[config.mk]
export PLATFORM = sky130hd
export DESIGN_NAME = conv2d_wpack
export DESIGN_NICKNAME = d
export VERILOG_FILES = /design/src/rtl/conv2d_wpack_pkg.sv /design/src/rtl/conv2d_wpack_fifo.sv /design/src/rtl/conv2d_wpack.sv
export SDC_FILE = /design/constraint.sdc
export NUM_CORES = 2
export LEC_CHECK = 0
export CELL_PAD_IN_SITES_DETAIL_PLACEMENT = 2
export CELL_PAD_IN_SITES_GLOBAL_PLACEMENT = 2
export CORE_ASPECT_RATIO = 0.5
export CORE_MARGIN = 2
export CORE_UTILIZATION = 41
export CTS_CLUSTER_DIAMETER = 150
export DETAILED_ROUTE_END_ITERATION = 6
export PLACE_DENSITY = 0.78
export SYNTH_ARGS = -nofsm -noshare
export SYNTH_HDL_FRONTEND = slang
export SYNTH_SLANG_ARGS = --single-unit
[constraint.sdc]
create_clock -name clk -period 16.1 [get_ports clk]
set_clock_uncertainty 0.2 [all_clocks]
set_input_delay 4.025 -clock clk [delete_from_list [all_inputs] [get_ports clk]]
set_output_delay 4.025 -clock clk [all_outputs]
set_load 0.1 [all_outputs]
[src/rtl/conv2d_wpack_pkg.sv]
`default_nettype none
// +----------------------------------------------------------------------------+
// | Module      : conv2d_wpack_pkg                                             |
// | Description : Shared FSM state encoding and beat-size helper for the       |
// |               conv2d pixel packer / burst writer.                          |
// | Revision    : 1.0 - initial release                                        |
// +----------------------------------------------------------------------------+
package conv2d_wpack_pkg;

    localparam int c_state_w = 3;

    localparam logic [c_state_w-1:0] c_st_idle      = 3'd0;
    localparam logic [c_state_w-1:0] c_st_run       = 3'd1;
    localparam logic [c_state_w-1:0] c_st_go        = 3'd2;
    localparam logic [c_state_w-1:0] c_st_stream    = 3'd3;
    localparam logic [c_state_w-1:0] c_st_wait_done = 3'd4;
    localparam logic [c_state_w-1:0] c_st_over      = 3'd5;

    // Bytes carried by one write-master beat of the given bit width.
    function automatic int bytes_per_beat(input int dw);
        return dw / 8;
    endfunction

endpackage
`default_nettype wire

[src/rtl/conv2d_wpack_fifo.sv]
`default_nettype none
// +----------------------------------------------------------------------------+
// | Module      : conv2d_wpack_fifo                                            |
// | Description : Synchronous show-ahead beat FIFO. The head entry is always   |
// |               visible on pop_data, so it stays stable until popped.        |
// | Revision    : 1.0 - initial release                                        |
// +----------------------------------------------------------------------------+
module conv2d_wpack_fifo #(
    parameter int W     = 256,
    parameter int DEPTH = 16
) (
    input  logic                     clk,
    input  logic                     rst,
    input  logic                     clr,
    input  logic                     push,
    input  logic [W-1:0]             push_data,
    input  logic                     pop,
    output logic [W-1:0]             pop_data,
    output logic                     full,
    output logic                     empty,
    output logic [$clog2(DEPTH):0]   count
);

    localparam int PTR_W = $clog2(DEPTH);
    localparam int CNT_W = PTR_W + 1;

    logic [W-1:0]     r_mem [DEPTH];
    logic [PTR_W-1:0] r_wr_ptr;
    logic [PTR_W-1:0] r_rd_ptr;
    logic [CNT_W-1:0] r_count;
    logic             w_push_ok;
    logic             w_pop_ok;

    assign full      = (r_count == CNT_W'(DEPTH));
    assign empty     = (r_count == '0);
    assign count     = r_count;
    assign pop_data  = r_mem[r_rd_ptr];
    assign w_push_ok = push && !full && !clr;
    assign w_pop_ok  = pop && !empty && !clr;

    // Pointer and occupancy tracking; clr discards all stored beats.
    always_ff @(posedge clk) begin
        if (rst || clr) begin
            r_wr_ptr <= '0;
            r_rd_ptr <= '0;
            r_count  <= '0;
        end else begin
            if (w_push_ok) r_wr_ptr <= r_wr_ptr + PTR_W'(1);
            if (w_pop_ok)  r_rd_ptr <= r_rd_ptr + PTR_W'(1);
            case ({w_push_ok, w_pop_ok})
                2'b10:   r_count <= r_count + CNT_W'(1);
                2'b01:   r_count <= r_count - CNT_W'(1);
                default: r_count <= r_count;
            endcase
        end
    end

    // Storage array, data only, never reset.
    always_ff @(posedge clk) begin
        if (w_push_ok) r_mem[r_wr_ptr] <= push_data;
    end

endmodule
`default_nettype wire

[src/rtl/conv2d_wpack.sv]
`default_nettype none
// +----------------------------------------------------------------------------+
// | Module      : conv2d_wpack                                                 |
// | Description : Packs conv2d output pixels LSB-first into DW-bit beats,      |
// |               buffers them and writes them out as bursts through a         |
// |               go/done write master. Optional statistics outputs are        |
// |               enabled by defining CONV2D_WPACK_STATS_EN.                   |
// | Revision    : 1.0 - initial release                                        |
// +----------------------------------------------------------------------------+
module conv2d_wpack
    import conv2d_wpack_pkg::*;
#(
    parameter int AW    = 30,
    parameter int DW    = 256,
    parameter int PW    = 32,
    parameter int BURST = 4,
    parameter int DEPTH = 16
) (
    input  logic          clk,
    input  logic          rst,
    input  logic          param_ena,
    input  logic [AW-1:0] param_zaddr,
    input  logic [17:0]   param_length_out,
    input  logic          pxl_ena_z,
    input  logic [PW-1:0] pxl_z,
    output logic          pxl_ready,
    output logic          wmst_ctrl_fixed_location,
    output logic [AW-1:0] wmst_ctrl_write_base,
    output logic [AW-1:0] wmst_ctrl_write_length,
    output logic          wmst_ctrl_go,
    input  logic          wmst_ctrl_done,
    output logic          wmst_user_write_buffer,
    output logic [DW-1:0] wmst_user_write_input_data,
    input  logic          wmst_user_buffer_full,
    output logic          flag_write_over,
    output logic          err_overflow
`ifdef CONV2D_WPACK_STATS_EN
    ,
    output logic [15:0]   stat_bursts,
    output logic [15:0]   stat_stall
`endif
);

    localparam int PPB    = DW / PW;
    localparam int LANE_W = (PPB > 1) ? $clog2(PPB) : 1;
    localparam int CW     = $clog2(DEPTH) + 1;
    localparam logic [AW-1:0] c_bpb = AW'(bytes_per_beat(DW));

    logic [c_state_w-1:0] r_state;
    logic [c_state_w-1:0] w_state_nxt;

    logic              r_ena_q;
    logic              r_done_q;
    logic              w_start;
    logic              w_done_rise;

    logic [17:0]       r_len;
    logic [17:0]       r_pix_cnt;
    logic [LANE_W-1:0] r_lane;
    logic [DW-1:0]     r_pack;
    logic [DW-1:0]     w_beat;
    logic              w_accept;
    logic              w_last_pix;
    logic              w_beat_done;
    logic              w_all_pushed;
    logic              w_job_active;

    logic [AW-1:0]     r_wbase;
    logic [AW-1:0]     r_wlen;
    logic [CW-1:0]     r_burst_n;
    logic [CW-1:0]     r_sent;
    logic [CW-1:0]     w_burst_n;
    logic              w_pop;

    logic [CW-1:0]     w_fifo_count;
    logic              w_fifo_full;
    logic              w_fifo_empty;

    assign w_start      = param_ena && !r_ena_q;
    assign w_done_rise  = wmst_ctrl_done && !r_done_q;
    assign w_accept     = pxl_ena_z && pxl_ready;
    assign w_last_pix   = ((r_pix_cnt + 18'd1) == r_len);
    assign w_beat_done  = w_accept && ((r_lane == LANE_W'(PPB - 1)) || w_last_pix);
    assign w_all_pushed = (r_pix_cnt == r_len);
    assign w_burst_n    = (w_fifo_count >= CW'(BURST)) ? CW'(BURST) : w_fifo_count;
    assign w_pop        = (r_state == c_st_stream) && !wmst_user_buffer_full;

    assign wmst_ctrl_fixed_location   = 1'b0;
    assign wmst_ctrl_write_base       = r_wbase;
    assign wmst_ctrl_write_length     = r_wlen;

    // Beat being assembled: lanes below the current lane come from the packer,
    // the current lane takes the incoming pixel, lanes above are forced to zero
    // so a short final beat is zero-padded without resetting the data register.
    for (genvar k = 0; k < PPB; k++) begin : g_lane
        assign w_beat[k*PW +: PW] = (LANE_W'(k) <  r_lane) ? r_pack[k*PW +: PW] :
                                    (LANE_W'(k) == r_lane) ? pxl_z              :
                                                             {PW{1'b0}};
    end

    conv2d_wpack_fifo #(
        .W     (DW),
        .DEPTH (DEPTH)
    ) u_fifo (
        .clk       (clk),
        .rst       (rst),
        .clr       (w_start),
        .push      (w_beat_done),
        .push_data (w_beat),
        .pop       (w_pop),
        .pop_data  (wmst_user_write_input_data),
        .full      (w_fifo_full),
        .empty     (w_fifo_empty),
        .count     (w_fifo_count)
    );

    // Edge detectors for job start and burst completion.
    always_ff @(posedge clk) begin
        if (rst) begin
            r_ena_q  <= 1'b0;
            r_done_q <= 1'b0;
        end else begin
            r_ena_q  <= param_ena;
            r_done_q <= wmst_ctrl_done;
        end
    end

    // Job length latch, accepted-pixel counter and lane pointer.
    always_ff @(posedge clk) begin
        if (rst) begin
            r_len     <= '0;
            r_pix_cnt <= '0;
            r_lane    <= '0;
        end else if (w_start) begin
            r_len     <= param_length_out;
            r_pix_cnt <= '0;
            r_lane    <= '0;
        end else if (w_accept) begin
            r_pix_cnt <= r_pix_cnt + 18'd1;
            r_lane    <= w_beat_done ? '0 : r_lane + LANE_W'(1);
        end
    end

    // Packer data register, holds lanes already filled in the current beat.
    always_ff @(posedge clk) begin
        if (w_accept) r_pack <= w_beat;
    end

    // Sticky overflow: a pixel offered while not ready is dropped and flagged.
    always_ff @(posedge clk) begin
        if (rst || w_start) err_overflow <= 1'b0;
        else if (pxl_ena_z && !pxl_ready) err_overflow <= 1'b1;
    end

    // Burst bookkeeping: size latched on entry to GO, base advanced on done.
    always_ff @(posedge clk) begin
        if (rst) begin
            r_wbase   <= '0;
            r_wlen    <= '0;
            r_burst_n <= '0;
            r_sent    <= '0;
        end else if (w_start) begin
            r_wbase   <= param_zaddr;
            r_wlen    <= '0;
            r_burst_n <= '0;
            r_sent    <= '0;
        end else begin
            if (r_state == c_st_run && w_state_nxt == c_st_go) begin
                r_burst_n <= w_burst_n;
                r_wlen    <= AW'(w_burst_n) * c_bpb;
                r_sent    <= '0;
            end
            if (w_pop) r_sent <= r_sent + CW'(1);
            if (r_state == c_st_wait_done && w_done_rise) r_wbase <= r_wbase + r_wlen;
        end
    end

    // FSM state register.
    always_ff @(posedge clk) begin
        if (rst) r_state <= c_st_idle;
        else     r_state <= w_state_nxt;
    end

    // FSM next-state logic; a job start overrides everything, aborting any job.
    always_comb begin
        w_state_nxt = r_state;
        case (r_state)
            c_st_run: begin
                if (w_fifo_count >= CW'(BURST) || (w_all_pushed && !w_fifo_empty))
                    w_state_nxt = c_st_go;
                else if (w_all_pushed && w_fifo_empty)
                    w_state_nxt = c_st_over;
            end
            c_st_go:        w_state_nxt = c_st_stream;
            c_st_stream: begin
                if (w_pop && (r_sent == r_burst_n - CW'(1)))
                    w_state_nxt = c_st_wait_done;
            end
            c_st_wait_done: begin
                if (w_done_rise) w_state_nxt = c_st_run;
            end
            default:        w_state_nxt = r_state;
        endcase
        if (w_start) w_state_nxt = c_st_run;
    end

    // FSM outputs; pixels are accepted throughout an active job, including
    // while a burst is in flight.
    always_comb begin
        w_job_active           = (r_state == c_st_run)    || (r_state == c_st_go) ||
                                 (r_state == c_st_stream) || (r_state == c_st_wait_done);
        wmst_ctrl_go           = (r_state == c_st_go);
        wmst_user_write_buffer = (r_state == c_st_stream);
        flag_write_over        = (r_state == c_st_over);
        pxl_ready              = w_job_active && !w_fifo_full &&
                                 (r_pix_cnt < r_len) && !w_start;
    end

`ifdef CONV2D_WPACK_STATS_EN
    // Saturating counters of issued bursts and master-stalled stream cycles.
    always_ff @(posedge clk) begin
        if (rst || w_start) begin
            stat_bursts <= '0;
            stat_stall  <= '0;
        end else begin
            if (r_state == c_st_go && stat_bursts != 16'hFFFF)
                stat_bursts <= stat_bursts + 16'd1;
            if (r_state == c_st_stream && wmst_user_buffer_full && stat_stall != 16'hFFFF)
                stat_stall <= stat_stall + 16'd1;
        end
    end
`endif

endmodule
`default_nettype wire

==> reports/results.txt, run 1 <==
Post-DP HPWL -> 417.4 mm
Area leader, netlist -> edfxtp_1
Tool Error -> [ERROR DPL-0033] detailed placement checks failed during check placement.
H-tree depth -> 5
Initial Util -> 41.26%
Exit stage -> 4_1_cts
Die height -> 458.2 um
Clk buf depth -> 4
Num CTS Buffers -> 405
Top cell type's share of synthesized area -> 76.69%
Post-CTS Setup Bufs -> 0
Die width -> 912.4 um
CTS resizes -> 0
Sequential share of the synthesized area -> 77.90%
Hold buffer count at CTS -> 0
Async SR Flop Fraction -> 0%
Rows -> 166
Post-synthesis area per instance -> 23.00 sq um
Clock Sinks -> 4422
Post-synth cell types -> 69
Final GP Congestion -> 0.7256
I/O Buffers -> 381
Mapped Cells -> 7354
Synthesized cell area -> 169200 sq um
Clk root buf -> clkbuf_16
Yosys warnings -> 0
Post-synth EDFFs -> 4320
# IOs -> 408
Seq cells post-synth -> 4422
Largest cells by area after synthesis -> edfxtp_1 77%, mux4_2 17%, dfxtp_1 1.2%
Main synth FF type -> edfxtp_1
Status -> aborted with a tool error
## cells by family after synthesis
| family | count (synthesis) | synth area share (%) |
|---|---|---|
| flops | 4422 | 77.90 |
| mux | 1287 | 16.79 |
| simple gates | 604 | 1.723 |
| buf+inv | 506 | 1.195 |
| compound gates | 436 | 1.791 |
| xor+xnor | 58 | 0.3003 |
| fa+ha+maj | 40 | 0.3003 |
| other cells | 1 | 0.002217 |
## Yosys cell counts, drive strengths merged, types with 35 or more instances
cell       n
mux2i     45
nand3     51
o21ai     91
edfxtp  4320
inv       41
a22o     131
a21oi    105
nor2      62
buf      172
clkbuf   292
dfxtp    102
ha        39
nor2b     50
and2      40
xnor2     35
mux4    1240
a211oi    64
nand2    279
## per-stage QoR
| step | area [sq um] | util [%] | cells | setup WS [ns] | hold WS (ns) |
|---|---|---|---|---|---|
| floorplan | 169200 | - | 7379 | 4.228 | 0.2406 |
| global placement | 180300 | 43.99 | 13000 | 5.075 | 0.2447 |
| detailed placement | 180300 | 43.99 | 13000 | 4.990 | 0.2585 |
==> run 2, diff against run 1 <==
Settings changed: CELL_PAD_IN_SITES_DETAIL_PLACEMENT 2 to not set, CELL_PAD_IN_SITES_GLOBAL_PLACEMENT 2 to not set, CORE_ASPECT_RATIO 0.5 to not set, CORE_UTILIZATION 41 to 26, CTS_CLUSTER_DIAMETER 150 to not set, PLACE_DENSITY 0.78 to not set, PLACE_DENSITY_LB_ADDON set to 0.15.
==> run 2 against run 1 <==
The run now ends clean. Synthesized area did not move. Synthesized cell count is the same.
==> reports/results.txt, run 2 <==
Status -> complete, no violations
Gr ovfl total -> 0
Tcrit/Tclk final -> 68.58%
Critical-path top delay cell -> clkdlybuf4s50_1
Biggest cell delay along the critical path -> 1.14 ns
Synthesized cell area -> 169200 sq um (unchanged)
Placed Instances -> 16170 (+24%)
DR WL/cell -> 30.56 um
Crit-path most repeated cell -> clkdlybuf4s50_1
R2R setup slack -> 9.80 ns
Switching power -> 0.004905 W
Post-DP HPWL -> 267.4 mm (-36%)
Design Area, Final -> 199500 sq um
Die width -> 810.6 um (-11%)
Main synth FF type -> edfxtp_1
Clk root buf -> clkbuf_16
Data required time at the worst endpoint -> 11.88 ns
Cell Area, Placed -> 184200 sq um (+2.2%)
Setup crit end kind -> output pin
Seq pwr share -> 53.1%
Clk buf depth -> 4 (unchanged)
Total GRT Usage -> 15.49%
Post-CTS Setup Bufs -> 0 (unchanged)
Die area -> 657000 sq um
Critical path's top delay family -> buffers and inverters
Core ar. -> 648900 sq um
Largest cells by area after synthesis -> edfxtp_1 77%, mux4_2 17%, dfxtp_1 1.2%
Vias in the first global route -> 85350
H-tree depth -> 5 (unchanged)
P&R area growth vs syn -> 17.96%
Most common cell in the netlist -> edfxtp_1
Final min period -> 11.04 ns
Routed vias -> 79330
CTS resizes -> 0 (unchanged)
Mapped Cells -> 7354 (unchanged)
Kind of critical path -> input port to output pin
Maximum number of pins on one net before global-route repair -> 106
Drt drc -> 0
Initial antenna violation count -> 54
Iteration-0 DRC Markers -> 7181
Seq cells post-synth -> 4422 (unchanged)
Cell Int Power -> 0.01872 W
Area leader, netlist -> edfxtp_1
P_leak -> 59.18 nW
Worst hold path type -> flip-flop to flip-flop
Sw Ratio -> 20.76%
Final Max Tran Viols -> 0
PD cells -> 118.4 nW/um^2
CP arrival -> 6.82 ns
Commonest non-fill, non-tap cell in the layout -> edfxtp_1
Initial Util -> 26.07% (-15 points)
Worst-Margin Slew -> 1.324 ns
CTS tree -> done
Hold buffer count at CTS -> 0 (unchanged)
Final WL -> 521.7 mm
Async SR Flop Fraction -> 0% (unchanged)
Rel. slew slack -> 11.43%
Max-cap violations -> 0
Yosys warnings -> 0 (unchanged)
Most frequent cells in the layout -> 4320 x edfxtp_1, 1240 x mux4_2, 476 x clkbuf_16
Clock share of power -> 45.5%
Post-synth cell types -> 69 (unchanged)
Final GP Congestion -> 0.7187 (-0.95%)
RSZ-0062 raised after global routing -> no
Skew-Pair Late Insertion Delay -> 1.08 ns
CP cell instances -> clkdlybuf4s50_1 > nor2b_2 > nor2_1 > o2111ai_1 > a211oi_1 > nand2_1 > inv_1 > clkdlybuf4s50_1
Vias per inst -> 4.647
Max FFs per register -> 4096
Post-synth EDFFs -> 4320 (unchanged)
Top post-synthesis cells by count -> 4320 x edfxtp_1, 1240 x mux4_2, 290 x clkbuf_1, 279 x nand2_1
Final Hold Fails -> 0
Reg clk slew, reported paths -> 0.06 ns
Fmax achieved -> 90.57 MHz
Top cell type's share of synthesized area -> 76.69% (unchanged)
# nets final -> 8125
Num CTS Buffers -> 472 (+17%)
# IOs -> 408 (unchanged)
Final setup TNS -> 0 ns
Sequential share of the synthesized area -> 77.90% (unchanged)
Final ANT Viol Nets -> 0
Max FO, Critical Path -> 3
Logic pwr share -> 1.4%
Biggest register -> u_fifo.r_mem
Rows -> 296 (+78%)
TritonRoute pass-1 iters -> 5
Crit path launch type -> input port
I/O Buffers -> 381 (unchanged)
Post-route insts no fill -> 17070
Post-synthesis area per instance -> 23.00 sq um (unchanged)
Max VDD drop -> 93.91 uV
CP bufs+invs -> 3
Clock Sinks -> 4422 (unchanged)
Die height -> 810.6 um (+77%)
Share of cells above drive strength 1 -> 26.34%
Global-route wire length before repair -> 714.5 mm
Final count of negative-setup-slack endpoints -> 0
==> run 2: stage by stage <==
step                      power [W]  setup slack [ns]  util (%)  hold WS (ns)
after floorplan             0.01295             4.228         -        0.2406
after global placement      0.01311             4.940     28.39        0.2479
after detailed placement    0.01312             5.016     28.39        0.2520
after CTS                   0.02394             5.008     30.74        0.2635
after global routing        0.02436             4.923     30.74        0.2858
final                       0.02362             5.058     30.75        0.2645
==> run 2: per-layer routing <==
metal  vias up  global-route usage (%)  share of wire [%]  wire length (um)
met5         -                       0                  0                 0
met4         0                   3.051                1.9              9719
met3       541                   2.011                4.5             23670
met2      1904                   27.35                 51            265700
met1     44300                   20.51                 43            222600
li1      32580                       -                  -                 -
==> run 2: area by class of cell <==
class | instances | area [sq um]
Tap cell | 8642 | 10810
Multi-Input combinational cell | 2451 | 35620
Clock buffer | 581 | 12340
Antenna cell | 20 | 50.05
Timing Repair Buffer | 610 | 5874
Inverter | 42 | 165.2
Fill cell | 62190 | 449300
Clock inverter | 303 | 2887
Sequential cell | 4422 | 131800
==> run 2: worst paths after layout <==
path	from	to	cells after the start
worst min register to register	wmst_ctrl_write_base[2]	wmst_ctrl_write_base[2]	2
worst max-delay path	param_ena	pxl_ready	8
worst max register to register	r_pix_cnt[0]	u_fifo.r_mem[8][83]	10
worst min-delay path	wmst_ctrl_write_base[2]	wmst_ctrl_write_base[2]	2
==> run 2: worst reg2reg max path, cell delays in order (launching register included) <==
cell and delay [ns]:
dfxtp_1 0.46, ha_1 0.32, nand3_1 0.38, or4_4 0.64
a211o_1 0.33, a22oi_4 0.22, a41oi_4 0.19, nor2_2 0.54
and3_4 0.97, buf_4 0.65, buf_4 0.93
==> run 2: cell families (layout without fill, tap and decap cells) <==
kind of cell	after synthesis	after routing	share of synthesized area, %
compound gates	436	436	1.791
xor+xnor	58	58	0.3003
fa+ha+maj	40	40	0.3003
buf+inv	506	1536	1.195
flops	4422	4422	77.90
mux	1287	1287	16.79
other cells	1	46	0.002217
simple gates	604	604	1.723
==> run 2: power groups by stage <==
stage,Sequential (W),Clock (W),Combinational [W]
floorplan,0.0128,0,0.000127
global placement,0.0128,0,0.000335
detailed placement,0.0128,0,0.000340
CTS,0.0125,0.0111,0.000341
global route,0.0125,0.0115,0.000349
finish,0.0125,0.0108,0.000328
(Power assumes the default switching activity.)
